## src/rtl/div_pkg.sv

```systemverilog
// Shared types and sizing helpers for the sequential restoring divider.
package div_pkg;

    typedef enum logic [1:0] {
        IDLE,
        RUN,
        DONE
    } div_state_t;

    localparam int DIV_N     = 8;
    localparam int DIV_CNT_W = $clog2(DIV_N + 1);

    // Iteration counter must hold the value n itself, hence n+1.
    function automatic int cnt_width(input int width);
        return $clog2(width + 1);
    endfunction

endpackage

```

## src/rtl/div_restoring_seq_sub_nb.sv

```systemverilog
// Combinational ripple subtractor a - b formed as a + ~b + 1; borrow is the inverted carry-out.
module sub_nb #(
    parameter int W = 8
) (
    input  logic [W-1:0] a_i,
    input  logic [W-1:0] b_i,
    output logic [W-1:0] diff_o,
    output logic         borrow_o
);

    logic carry;

    assign {carry, diff_o} = {1'b0, a_i} + {1'b0, ~b_i} + {{W{1'b0}}, 1'b1};
    assign borrow_o        = ~carry;

endmodule

```

## src/rtl/div_restoring_seq.sv

```systemverilog
// Sequential restoring divider: one quotient bit per cycle behind a start/ready/valid handshake.
// Define DIV_SIGNED_EN for two's-complement operands, with a sign fix-up around the unsigned core.
module div_restoring_seq
    import div_pkg::*;
#(
    parameter int n = 8
) (
    input  logic         clk,
    input  logic         rst,
    input  logic         start,
    input  logic [n-1:0] dividend,
    input  logic [n-1:0] divisor,
    output logic         ready,
    output logic         valid,
    output logic [n-1:0] quotient,
    output logic [n-1:0] remainder,
    output logic         div_by_zero
);

    localparam int CW = cnt_width(n);

    div_state_t    state_q;
    logic [CW-1:0] cnt_q;
    logic [n-1:0]  r_q, q_q, d_q;
    logic [n-1:0]  r_d, q_d;
    logic [n-1:0]  dvd_mag, dvs_mag, quo_fin, rem_fin;
    logic [n:0]    trial_diff;
    logic          trial_borrow;
    logic          unused_trial_msb;

    // Trial subtraction of the divisor from the shifted partial remainder.
    sub_nb #(.W(n + 1)) u_trial (
        .a_i      ({r_q, q_q[n-1]}),
        .b_i      ({1'b0, d_q}),
        .diff_o   (trial_diff),
        .borrow_o (trial_borrow)
    );

    assign unused_trial_msb = trial_diff[n];

    always_comb begin
        r_d = trial_borrow ? {r_q[n-2:0], q_q[n-1]} : trial_diff[n-1:0];
        q_d = {q_q[n-2:0], ~trial_borrow};
    end

`ifdef DIV_SIGNED_EN
    logic         neg_quo_q, neg_rem_q;
    logic [n-1:0] dvd_neg, dvs_neg, quo_neg, rem_neg;
    logic [3:0]   unused_neg_borrow;

    sub_nb #(.W(n)) u_neg_dvd (.a_i('0), .b_i(dividend), .diff_o(dvd_neg), .borrow_o(unused_neg_borrow[0]));
    sub_nb #(.W(n)) u_neg_dvs (.a_i('0), .b_i(divisor),  .diff_o(dvs_neg), .borrow_o(unused_neg_borrow[1]));
    sub_nb #(.W(n)) u_neg_quo (.a_i('0), .b_i(q_d),      .diff_o(quo_neg), .borrow_o(unused_neg_borrow[2]));
    sub_nb #(.W(n)) u_neg_rem (.a_i('0), .b_i(r_d),      .diff_o(rem_neg), .borrow_o(unused_neg_borrow[3]));

    // MIN/-1 needs no special case: |MIN| negated wraps back to MIN.
    assign dvd_mag = dividend[n-1] ? dvd_neg : dividend;
    assign dvs_mag = divisor[n-1]  ? dvs_neg : divisor;
    assign quo_fin = neg_quo_q ? quo_neg : q_d;
    assign rem_fin = neg_rem_q ? rem_neg : r_d;
`else
    assign dvd_mag = dividend;
    assign dvs_mag = divisor;
    assign quo_fin = q_d;
    assign rem_fin = r_d;
`endif

    always_ff @(posedge clk) begin
        if (rst) begin
            state_q     <= IDLE;
            cnt_q       <= '0;
            r_q         <= '0;
            q_q         <= '0;
            d_q         <= '0;
            ready       <= 1'b1;
            valid       <= 1'b0;
            quotient    <= '0;
            remainder   <= '0;
            div_by_zero <= 1'b0;
`ifdef DIV_SIGNED_EN
            neg_quo_q   <= 1'b0;
            neg_rem_q   <= 1'b0;
`endif
        end else begin
            valid <= 1'b0;
            case (state_q)
                IDLE: begin
                    if (start) begin
                        ready <= 1'b0;
                        if (divisor == '0) begin
                            quotient    <= '1;
                            remainder   <= dividend;
                            div_by_zero <= 1'b1;
                            valid       <= 1'b1;
                            state_q     <= DONE;
                        end else begin
                            r_q         <= '0;
                            q_q         <= dvd_mag;
                            d_q         <= dvs_mag;
                            cnt_q       <= CW'(n);
                            div_by_zero <= 1'b0;
                            state_q     <= RUN;
`ifdef DIV_SIGNED_EN
                            neg_quo_q   <= dividend[n-1] ^ divisor[n-1];
                            neg_rem_q   <= dividend[n-1];
`endif
                        end
                    end
                end
                RUN: begin
                    r_q   <= r_d;
                    q_q   <= q_d;
                    cnt_q <= cnt_q - CW'(1);
                    if (cnt_q == CW'(1)) begin
                        quotient  <= quo_fin;
                        remainder <= rem_fin;
                        valid     <= 1'b1;
                        state_q   <= DONE;
                    end
                end
                DONE: begin
                    ready   <= 1'b1;
                    state_q <= IDLE;
                end
                default: begin
                    ready   <= 1'b1;
                    state_q <= IDLE;
                end
            endcase
        end
    end

endmodule
```

## config.mk

```make
export PLATFORM = sky130hd
export DESIGN_NAME = div_restoring_seq
export DESIGN_NICKNAME = d
export VERILOG_FILES = /design/src/rtl/div_pkg.sv /design/src/rtl/div_restoring_seq_sub_nb.sv /design/src/rtl/div_restoring_seq.sv
export SDC_FILE = /design/constraint.sdc
export NUM_CORES = 1
export LEC_CHECK = 0
export CAP_MARGIN = 20
export CELL_PAD_IN_SITES_DETAIL_PLACEMENT = 0
export CELL_PAD_IN_SITES_GLOBAL_PLACEMENT = 1
export CORE_ASPECT_RATIO = 1.2
export CORE_MARGIN = 2
export CORE_UTILIZATION = 40
export CTS_CLUSTER_DIAMETER = 60
export CTS_CLUSTER_SIZE = 40
export DETAILED_ROUTE_END_ITERATION = 10
export PLACE_DENSITY = 0.77
export SLEW_MARGIN = 20
export SYNTH_ARGS = -nofsm -noshare
export SYNTH_HDL_FRONTEND = slang
export SYNTH_SLANG_ARGS = --single-unit
```

## constraint.sdc

```tcl
create_clock -name clk -period 4.61 [get_ports clk]
set_input_delay 0.461 -clock clk [delete_from_list [all_inputs] [get_ports clk]]
set_output_delay 0.461 -clock clk [all_outputs]
set_load 0.03 [all_outputs]
```

Word level (Yosys, flattened, before mapping):

Index checks and enable logic that the tools add are counted.

* register bits after elaboration: 49
* bits of input ports: 19
* output and inout port bits: 19
* logic and storage cells: 59

* add/subtract/negate cells: 3
* eq/ne operators: 6
* muxes and demuxes: 28
* bitwise operators: 3
* reductions and logical operators: 9

Operators with widths (count)
* $mux W8: 11
* $pmux W8 S2: 4
* $add A10 B1 Y10 const B: 1
* $add A9 B9 Y10: 1
* $not A8 Y9: 1
* $logic_not A8 Y1: 1
* $mux W4: 2
* $ne A2 B2 Y1 const B: 4
* $pmux W4 S2: 1
* $mux W2: 3
* $reduce_and A2 Y1: 3
* $reduce_and A3 Y1: 2
* $eq A4 B1 Y1 const B: 1
* $mux W1: 4
* $pmux W1 S2: 2
* $pmux W2 S2: 1
* $reduce_and A4 Y1: 1
* $sub A4 B1 Y4 const B: 1
* $eq A2 B1 Y1 const B: 1
* $logic_not A2 Y1: 1
* $not A1 Y1: 2
* $reduce_bool A2 Y1: 1

Logic depth before layout (Yosys ltp):

Gate-level depths: netlist of the first run.

* word-level depth: 6
* depth in mapped cells: 9
* gate-level depth less buffers: 9

Cells and area by module:

Synthesis of the first run repeated with hierarchy kept, for this count alone.

* cell total of the unflattened synthesis: 288
* area total of the unflattened synthesis: 2675.1 sq um

By module, submodules not included
* div_restoring_seq: instances 1, cells each 226, area each 2222.1 sq um, sequential area each 980.9 sq um
* sub_nb: instances 1, cells each 62, area each 452.9 sq um, sequential area each 0.0 sq um

Worst setup path after synthesis of the first run:

No wires, ideal clock.

* path type: flip-flop to flip-flop
* start point: register d_q[6]
* end point: register remainder[3]
* library setup time: 0.091 ns
* arrival: 1.988 ns
* data required time: 4.519 ns
* setup slack: 2.531 ns
* cell stages (with the launch flop): 9
* path buffers: 1
* clock period less this slack: 2.079 ns
* path through: dfxtp_1 -> inv_1 -> ha_1 -> a21o_1 -> a211o_4 -> nor3_4 -> buf_6 -> a31oi_1 -> a311oi_1

* cells in the longest elaborated chain, start to end: 6

Ends and longest elaborated chain
* start, declared: line div_restoring_seq.sv:24 `logic [n-1:0] r_q, q_q, d_q;`
* start signal, assigned: line div_restoring_seq.sv:99 `d_q <= dvs_mag;`
* $not A8 Y9: line div_restoring_seq_sub_nb.sv:13 `assign {carry, diff_o} = {1'b0, a_i} + {1'b0, ~b_i} + {{W{1'b0}}, 1'b1};`
* $add A9 B9 Y10: line div_restoring_seq_sub_nb.sv:13
* $add A10 B1 Y10: line div_restoring_seq_sub_nb.sv:13
* $mux W8: line div_restoring_seq.sv:42 `r_d = trial_borrow ? {r_q[n-2:0], q_q[n-1]} : trial_diff[n-1:0];`
* $mux W8: line div_restoring_seq.sv:114 `if (cnt_q == CW'(1)) begin`
* $pmux W8 S2: line div_restoring_seq.sv:86 `case (state_q)`
* end signal, assigned: line div_restoring_seq.sv:92 `remainder <= dividend;`
* end signal, assigned: line div_restoring_seq.sv:116 `remainder <= rem_fin;`
* end, declared: line div_restoring_seq.sv:16 `output logic [n-1:0] remainder,`

Every way passes these cells. The select of a mux whose other input is x is not followed.
A chain may end at the register's enable or synchronous reset.

Final worst setup path of the first run:

* start point: register d_q[6]
* end point: register remainder[4]

The elaborated chain is that of the path after synthesis.

==> results.json, run 1 <==
{
  "nFillCells": 602,
  "worstMarginPinSlew_ps": 1105,
  "yosysSeqAreaShare_pct": 39.84,
  "layout.nets": 352,
  "place.gp.congestion": 0.8018,
  "grt_pass1_wl_um": 9867,
  "reg2regPathDepth": 8,
  "hold_buffers": 0,
  "fin_skew_ps": 6.027,
  "synth_edf_count": 0,
  "rr_endpoint": "remainder[4]$_SDFFE_PP0P_",
  "min_period_ps": 2525,
  "clock_tree.htree_level_count": 2,
  "rsz0062_at_grt": "no",
  "diodes": 0,
  "clock_path_buffers": 2,
  "status": "complete, no violations",
  "clock_power_share_pct": 24.0,
  "antenna_left": 0,
  "dr.first_iter.drc_count": 112,
  "port_buffers": 37,
  "die_x_um": 75.63,
  "grt_max_degree": 25,
  "end_kind": "flop",
  "cts_root_buffer": "clkbuf_8",
  "ys_ff_latch": 49,
  "drv_slew": 0,
  "slew_headroom_pct": 26.06,
  "drive_gt1_share_pct": 6.811,
  "power_frac_comb_pct": 30.4,
  "post_cts_buffers": 0,
  "power.density_mw_per_mm2": 359.7,
  "p_sw_share_pct": 34.36,
  "cp-endpoint": "remainder[4]$_SDFFE_PP0P_",
  "firstDrtPassIters": 4,
  "dpl.hpwl_um": 4378,
  "final_common_cell": "nor2_1",
  "ys_warn_count": 0,
  "area_growth_pct": 20.27,
  "startpoint_type": "flop",
  "cts_tree": "done",
  "num_rows": 31,
  "dieArea_mm2": 0.006802,
  "hold_ws_ps": 475.5,
  "fin_crit_sh_pct": 54.76,
  "core_mm2": 0.006012,
  "crit_required_ps": 4780,
  "synth.net_count": 321,
  "start_util_pct": 40.96,
  "rrSetupSlack_ps": 2090,
  "clock-sinks": 49,
  "pwr-share-seq_pct": 45.5,
  "cts-buffers-inserted": 5,
  "clk_pin_slew_ps": 100,
  "worst_r2r_startpoint": "d_q[6]$_SDFFE_PP0P_",
  "power_mw": 1.065,
  "drc": 0,
  "die_h_um": 89.95,
  "synth_top_flop_cell": "dfxtp_1",
  "vdd_drop_max_uv": 148.5,
  "max_freq_ghz": 0.3961,
  "max-cap-violations": 0,
  "vias_per_cell": 5.274,
  "power_switching_mw": 0.3660,
  "critPathKind": "reg2reg",
  "setup_violations": 0,
  "hold_viol": 0,
  "antenna_found_initial": 0,
  "path_max_fanout": 15,
  "setup_tns_ps": 0,
  "grt_pass1_vias": 2028,
  "overflow": 0,
  "ys_types": 47,
  "async_reset_ff_share_pct": 0,
  "synthesis.area_mm2": 0.002462,
  "cts_resized": 0,
  "hold_class": "reg2reg",
  "mostFrequentLayoutCells": "52 x nor2_1, 49 x dfxtp_1, 37 x clkdlybuf4s50_1, 32 x nand2_1",
  "wl_per_cell_um": 14.71,
  "wirelength_um": 5959,
  "syn_inst": 291,
  "synth.avg_cell_area_um2": 8.462,
  "p_int_mw": 0.6993,
  "io_pins": 38,
  "crit_path_start": "d_q[6]$_SDFFE_PP0P_",
  "p_leak_nw": 1.091,
  "track_usage_pct": 18.69,
  "clk-insertion-delay-late_ps": 300,
  "critPathArrivalTime_ps": 2700,
  "num_vias": 2136
}
==> worst min path at each step <==
stage | start | to | slack [ps] | cells after the start
after floorplan | q_q[0]$_SDFFE_PP0P_ | q_q[0]$_SDFFE_PP0P_ | 450 | 2
after global placement | ready$_SDFFE_PP1P_ | ready$_SDFFE_PP1P_ | 450 | 1
after detailed placement | ready$_SDFFE_PP1P_ | ready$_SDFFE_PP1P_ | 450 | 1
after CTS | q_q[0]$_SDFFE_PP0P_ | q_q[0]$_SDFFE_PP0P_ | 470 | 2
after global routing | q_q[0]$_SDFFE_PP0P_ | q_q[0]$_SDFFE_PP0P_ | 490 | 2
final | q_q[0]$_SDFFE_PP0P_ | q_q[0]$_SDFFE_PP0P_ | 480 | 2
==> worst max-delay path: stages (launching register included) <==
cell and delay (ps):
dfxtp_1 340, inv_1 50, ha_1 340, a21o_1 250, a211o_4 380, nor3_4 470, nor4_1 110, a31oi_1 300
a311oi_1 140
==> cell usage after synthesis, types with 2 or more instances <==
| cell | count | area [µm²] |
|---|---|---|
| clkbuf_1 | 9 | 33.78 |
| mux2i_1 | 9 | 90.09 |
| xor2_1 | 3 | 26.28 |
| nand2_1 | 32 | 120.1 |
| dfxtp_1 | 49 | 980.9 |
| o21ai_0 | 14 | 70.07 |
| a21oi_1 | 13 | 65.06 |
| ha_1 | 10 | 125.1 |
| or4_4 | 2 | 22.52 |
| a22o_1 | 2 | 17.52 |
| a211oi_1 | 12 | 90.09 |
| o21a_1 | 3 | 22.52 |
| a31oi_1 | 2 | 12.51 |
| a21o_1 | 2 | 15.01 |
| buf_6 | 3 | 33.78 |
| nor2_1 | 52 | 195.2 |
| nor3_1 | 7 | 35.03 |
| o22ai_1 | 4 | 25.02 |
| nor4_1 | 2 | 12.51 |
| nor2b_1 | 2 | 12.51 |
| a311oi_1 | 12 | 105.1 |
| or3_1 | 2 | 12.51 |
| buf_2 | 2 | 10.01 |
| a211oi_2 | 2 | 25.02 |
| nand4_1 | 2 | 12.51 |
| inv_1 | 14 | 52.55 |
| nand2b_1 | 4 | 25.02 |
| o31ai_1 | 2 | 15.01 |
==> state kept, by name (all words and copies together), names as in the netlist <==
name	flops
state_q	2
ready	1
quotient	8
div_by_zero	1
cnt_q	4
q_q	8
remainder	8
valid	1
d_q	8
r_q	8
==> power groups by stage <==
stage / Sequential (mW) / Combinational [mW] / Clock, mW
floorplan: 0.514 / 0.218 / 0
global placement: 0.495 / 0.322 / 0
detailed placement: 0.495 / 0.323 / 0
CTS: 0.486 / 0.325 / 0.261
global route: 0.491 / 0.360 / 0.284
finish: 0.485 / 0.324 / 0.256
==> kinds of logic (layout without fill, tap and decap cells) <==
group	Yosys count	in the layout	synth area share (%)
AOI/OAI and AO/OA	76	76	22.31
buffers and inverters	29	61	5.437
muxes	9	9	3.659
adders and majority gates	11	11	5.894
and+or+nand+nor	113	113	21.44
xor gates and xnor gates	4	4	1.423
DFF	49	49	39.84
==> per-layer routing <==
| layer | GRT usage (%) | wire, µm |
|---|---|---|
| met1 | 24.61 | 2673 |
| met5 | 0 | 0 |
| met2 | 30.65 | 2944 |
| met3 | 3.363 | 244 |
| met4 | 5.409 | 97 |
==> metrics by stage <==
step / instances / util (%) / instance area (µm²) / worst slack [ps]
floorplan: 291 / - / 2462 / 2531
CTS: 405 / 49.26 / 2962 / 2067
detailed placement: 397 / 47.80 / 2874 / 1857
finish: 405 / 49.26 / 2962 / 2085
global placement: 397 / 47.80 / 2874 / 1909
global route: 405 / 49.26 / 2962 / 1898
==> cell type report <==
type | instances | area (µm²) | share of cell area (%)
clock buffer | 6 | 72.57 | 2.450
clock inverter | 2 | 15.01 | 0.5070
timing repair buffer | 39 | 385.4 | 13.01
sequential | 49 | 980.9 | 33.12
inverter | 14 | 52.55 | 1.774
tap | 82 | 102.6 | 3.464
multi-input combinational | 213 | 1353 | 45.67
(Power assumes the default switching activity.)
==> inputs of run 2 (changes only) <==
--- a/config.mk
+++ b/config.mk
@@ -10,11 +10,11 @@
 export CELL_PAD_IN_SITES_GLOBAL_PLACEMENT = 1
 export CORE_ASPECT_RATIO = 1.2
 export CORE_MARGIN = 2
-export CORE_UTILIZATION = 40
+export CORE_UTILIZATION = 36
 export CTS_CLUSTER_DIAMETER = 60
 export CTS_CLUSTER_SIZE = 40
 export DETAILED_ROUTE_END_ITERATION = 10
-export PLACE_DENSITY = 0.77
+export PLACE_DENSITY = 0.73
 export SLEW_MARGIN = 20
 export SYNTH_ARGS = -nofsm -noshare
 export SYNTH_HDL_FRONTEND = slang
==> constraint.sdc (replaced) <==
create_clock -name clk -period 2.2 [get_ports clk]
set_input_delay 0.22 -clock clk [delete_from_list [all_inputs] [get_ports clk]]
set_output_delay 0.22 -clock clk [all_outputs]
set_load 0.03 [all_outputs]
==> run 2 against run 1 <==
Count of clock-buffer cells in the layout grew 1. Wire length grew 5.9%. Non-clock buffer count grew 35. Flip-flop and latch count is the same. First-iteration DRC count shrank 8.0%. Critical endpoint is now q_q[0]$_SDFFE_PP0P_. Via count grew 5.4%. Hold slack lost 3.6 ps. Combinational power grew to 2.9 times the previous value. Register-to-register slack lost 2000 ps. Worst setup slack lost 2000 ps. Critical path type unchanged.
==> results.json, run 2 (same netlist as run 1, synthesis figures left out) <==
{
  "hold_viol": 0,
  "clock_power_share_pct": 25.7,
  "diodes": 0,
  "rsz0062_at_grt": "yes",
  "met1_usage_pct": 21.47,
  "num_rows": 33,
  "hold_ws_ps": 471.9,
  "grt_pass1_vias": 2170,
  "setup_tns_ps": 0,
  "clock_tree.htree_level_count": 2,
  "holdPathStages": 1,
  "p_sw_share_pct": 32.07,
  "grt_pass1_wl_um": 10330,
  "track_usage_pct": 17.56,
  "p_int_mw": 1.780,
  "critPathArrivalTime_ps": 2350,
  "num_vias": 2252,
  "power_switching_mw": 0.8405,
  "worstMarginPinSlew_ps": 509.9,
  "power_frac_comb_pct": 35.5,
  "dr.first_iter.drc_count": 103,
  "dpl.hpwl_um": 4845,
  "antenna_found_initial": 0,
  "cts_tree": "done",
  "drc": 0,
  "core_mm2": 0.006730,
  "drive_gt1_share_pct": 23.74,
  "clock_path_buffers": 2,
  "max-cap-violations": 0,
  "overflow": 0,
  "final_util_pct": 51.09,
  "area_growth_pct": 39.63,
  "vias_per_cell": 5.061,
  "antenna_left": 0,
  "fin_skew_ps": 7.721,
  "nFillCells": 649,
  "grt.met2_usage_pct": 30.74,
  "cts_root_buffer": "clkbuf_8",
  "grt_max_degree": 25,
  "min_period_ps": 2127,
  "wirelength_um": 6311,
  "max_freq_ghz": 0.4702,
  "pwr-share-seq_pct": 38.9,
  "fin_crit_sh_pct": 96.67,
  "mostFrequentLayoutCells": "51 x nor2_1, 44 x dfxtp_1, 37 x clkdlybuf4s50_1, 34 x buf_4, 32 x nand2_1",
  "firstDrtPassIters": 6,
  "status": "complete, no violations",
  "layout.nets": 387,
  "place.gp.congestion": 0.8306,
  "critPathKind": "reg2reg",
  "hold_class": "reg2reg",
  "power.density_mw_per_mm2": 762.2,
  "die_x_um": 79.50,
  "dieArea_mm2": 0.007520,
  "cts-buffers-inserted": 5,
  "path_max_fanout": 4,
  "clk-insertion-delay-late_ps": 300,
  "die_h_um": 94.60,
  "clock-sinks": 49,
  "ff_latch_area_um2": 987.2,
  "grt.busiest_layer": "met2",
  "grt.met3_usage_pct": 2.677,
  "port_buffers": 37,
  "reg2regPathDepth": 10,
  "final_common_cell": "nor2_1",
  "startpoint_type": "flop",
  "setup_violations": 0,
  "vdd_drop_max_uv": 315.3,
  "drv_slew": 0,
  "start_util_pct": 36.59,
  "crit_required_ps": 2420,
  "end_kind": "flop",
  "multi_input_area_mm2": 0.001505,
  "wl_per_cell_um": 14.18,
  "p_leak_nw": 1.314,
  "clk_pin_slew_ps": 90,
  "io_pins": 38,
  "slew_headroom_pct": 65.74,
  "power_mw": 2.621
}
[run 2: changes by cell type in the layout (fill, tap and decap cells not counted), moves of 3 or more]
cell / change
buf_4: +32
dfxtp_1: -5
dfxtp_2: +5
ha_1: -5
ha_2: +3
o21ai_0: -3
[run 2: cell type report]
type                            instances  area share [%]
Multi-Input combinational cell        213           43.78
Sequential cell                        49           28.71
Timing Repair Buffer                   74           19.43
Tap cell                               87           3.166
Clock buffer                            7           2.511
Inverter                               14           1.528
Clock inverter                          1          0.8734
[run 2: per-stage QoR]
step	cells	instance area, µm²	worst slack [ps]
after floorplan	291	2462	120.8
after global placement	434	3133	-84.47
after detailed placement	434	3133	-120.0
after CTS	443	3307	-14.30
after global routing	445	3438	-48.99
final	445	3438	73.21
[run 2: critical path, cell delays in order, from the launching register on]
cell	delay, ps
dfxtp_2	340
inv_2	40
ha_4	270
buf_4	110
nand4_1	170
a211oi_4	280
buf_4	160
nor4_2	40
buf_4	170
or3_4	350
a21oi_1	120
[run 2: layer usage]
| metal | vias up | wire, µm |
|---|---|---|
| met3 | 12 | 204 |
| li1 | 1159 | - |
| met5 | - | 0 |
| met4 | 0 | 184 |
| met2 | 45 | 3124 |
| met1 | 1036 | 2797 |
[run 2: path summary, 6_finish.rpt]
check	from	endpoint	slack [ps]
min	ready$_SDFFE_PP1P_	ready$_SDFFE_PP1P_	470
max reg2reg	d_q[6]$_SDFFE_PP0P_	q_q[0]$_SDFFE_PP0P_	70
max	d_q[6]$_SDFFE_PP0P_	q_q[0]$_SDFFE_PP0P_	70
min reg2reg	ready$_SDFFE_PP1P_	ready$_SDFFE_PP1P_	470
[run 2: what timing repair did]
item,CTS,global route
gates cloned,0,0
pin swaps,5,11
gates resized for setup,12,26
setup buffers,1,3
endpoints found under the setup margin,12,14
hold buffers,0,0
[run 2: power by group through the flow]
stage	registers, mW	clock network, mW	logic [mW]
after global routing	1.03	0.730	1.01
after CTS	1.02	0.692	0.838
after detailed placement	1.04	0	0.796
after global placement	1.03	0	0.790
final	1.02	0.673	0.929
after floorplan	1.08	0	0.456
==> inputs of run 3 (changes only) <==
--- a/config.mk
+++ b/config.mk
@@ -6,15 +6,12 @@
 export NUM_CORES = 1
 export LEC_CHECK = 0
 export CAP_MARGIN = 20
-export CELL_PAD_IN_SITES_DETAIL_PLACEMENT = 0
-export CELL_PAD_IN_SITES_GLOBAL_PLACEMENT = 1
 export CORE_ASPECT_RATIO = 1.2
 export CORE_MARGIN = 2
-export CORE_UTILIZATION = 36
+export CORE_UTILIZATION = 40
 export CTS_CLUSTER_DIAMETER = 60
-export CTS_CLUSTER_SIZE = 40
 export DETAILED_ROUTE_END_ITERATION = 10
-export PLACE_DENSITY = 0.73
+export PLACE_DENSITY = 0.63
 export SLEW_MARGIN = 20
 export SYNTH_ARGS = -nofsm -noshare
 export SYNTH_HDL_FRONTEND = slang
==> run 3 against run 2 <==
Maximum frequency fell by 2.8%. Power rose by 4.2%. Combinational power up 1%. Sequential power barely moved. Critical path type unchanged. Largest power group unchanged.
==> results.json, run 3 (same netlist as run 1, synthesis figures left out) <==
{
  "die_x_um": 75.63,
  "area_growth_pct": 41.51,
  "path_max_fanout": 4,
  "hold_ws_ps": 475.8,
  "p_leak_nw": 1.353,
  "place.gp.congestion": 0.8015,
  "port_buffers": 37,
  "clock_tree.htree_level_count": 2,
  "rsz0062_at_grt": "yes",
  "layout.nets": 392,
  "die_h_um": 89.95,
  "pre_cts_ws_ps": -118.0,
  "start_util_pct": 40.96,
  "overflow": 0,
  "grt_max_degree": 26,
  "antenna_found_initial": 0,
  "critPathKind": "reg2reg",
  "crit_required_ps": 2420,
  "cpPeakStageDelay_ps": 340,
  "max-cap-violations": 0,
  "cts_tree": "done",
  "antenna_left": 0,
  "num_rows": 31,
  "grt_pass1_vias": 2175,
  "wirelength_um": 6218,
  "hold_buffers": 0,
  "hold_class": "reg2reg",
  "track_usage_pct": 18.94,
  "core_mm2": 0.006012,
  "fin_crit_sh_pct": 99.47,
  "firstDrtPassIters": 4,
  "wl_per_cell_um": 13.97,
  "fin_skew_ps": 4.303,
  "clk-insertion-delay-late_ps": 310,
  "hold_viol": 0,
  "placed_area_mm2": 0.003169,
  "grt_pass1_wl_um": 10180,
  "finish.instance_area_mm2": 0.003485,
  "clock-sinks": 49,
  "drive_gt1_share_pct": 23.42,
  "clk_pin_slew_ps": 90,
  "mostFrequentLayoutCells": "51 x nor2_1, 45 x dfxtp_1, 37 x clkdlybuf4s50_1, 36 x buf_4, 32 x nand2_1",
  "io_pins": 38,
  "setup_violations": 0,
  "startpoint_type": "flop",
  "max_freq_ghz": 0.4569,
  "dr.first_iter.drc_count": 119,
  "end_kind": "flop",
  "critPathArrivalTime_ps": 2410,
  "clock_path_buffers": 2,
  "dieArea_mm2": 0.006802,
  "timing.final.ws_setup_ps": 11.57,
  "slew_headroom_pct": 63.36,
  "placedCellCount": 433,
  "final_common_cell": "nor2_1",
  "drc": 0,
  "power.density_mw_per_mm2": 783.4,
  "nFillCells": 555,
  "cts-buffers-inserted": 5,
  "status": "complete, no violations",
  "min_period_ps": 2188,
  "num_vias": 2314,
  "cpLargestDelayFamily": "compound AO/OA/AOI/OAI gates",
  "vdd_drop_max_uv": 419.8,
  "layoutNonFillerInstCount": 445,
  "vias_per_cell": 5.200,
  "diodes": 0,
  "cts_root_buffer": "clkbuf_8",
  "dpl.hpwl_um": 4537,
  "crit_buf_inv": 3,
  "crit_chain": "inv_2, ha_4, buf_6, nand4_1, a211oi_4, nor3_4, buf_4, nor4_1, a31oi_1, a311oi_1",
  "worstMarginPinSlew_ps": 545.4,
  "cp_slowest_cell": "dfxtp_2",
  "drv_slew": 0
}
==> run 3: path summary, 6_finish.rpt <==
path                                          start                   endpoint  slack [ps]  cells past startpoint
worst max register to register  d_q[6]$_SDFFE_PP0P_  remainder[4]$_SDFFE_PP0P_          10                     10
worst min-delay path             ready$_SDFFE_PP1P_         ready$_SDFFE_PP1P_         480                      1
worst max-delay path            d_q[6]$_SDFFE_PP0P_  remainder[4]$_SDFFE_PP0P_          10                     10
worst min register to register   ready$_SDFFE_PP1P_         ready$_SDFFE_PP1P_         480                      1
==> run 3: metal layers <==
layer | global-route usage, % | wire, µm | vias to the layer above
li1 | - | - | 1185
met1 | 25.74 | 2876 | 1082
met2 | 30.22 | 3082 | 41
met3 | 3.139 | 183 | 6
met4 | 5.848 | 76 | 0
met5 | 0 | 0 | -
==> run 3: cell type report <==
type	instances	area (µm²)	share of cell area, %
clock inverter	3	65.06	1.867
timing repair buffer	79	725.7	20.83
clock buffer	5	68.82	1.975
inverter	14	52.55	1.508
sequential	49	985.9	28.29
multi-input combinational	213	1484	42.59
tap	82	102.6	2.944
==> run 3: per-stage QoR <==
step	total power, mW	TNS (ps)	util [%]
floorplan	1.533	0	-
global placement	1.819	-290.9	52.72
detailed placement	1.826	-942.4	52.72
CTS	2.597	0	55.03
global route	2.872	-271.1	57.96
finish	2.730	0	57.96
==> run 3: repair_timing <==
item	in CTS	in global routing
endpoints found under the hold margin	0	0
buffers inserted	0	4
gates resized for setup	1	33
setup endpoints to repair	5	15
pin swaps	1	11
==> run 3: where the power goes <==
part	switching (mW)	total, mW	internal (mW)	leakage, nW
Sequential	0.0560	1.02	0.963	0.403
Combinational	0.478	0.942	0.464	0.881
Clock	0.317	0.769	0.452	0.0681
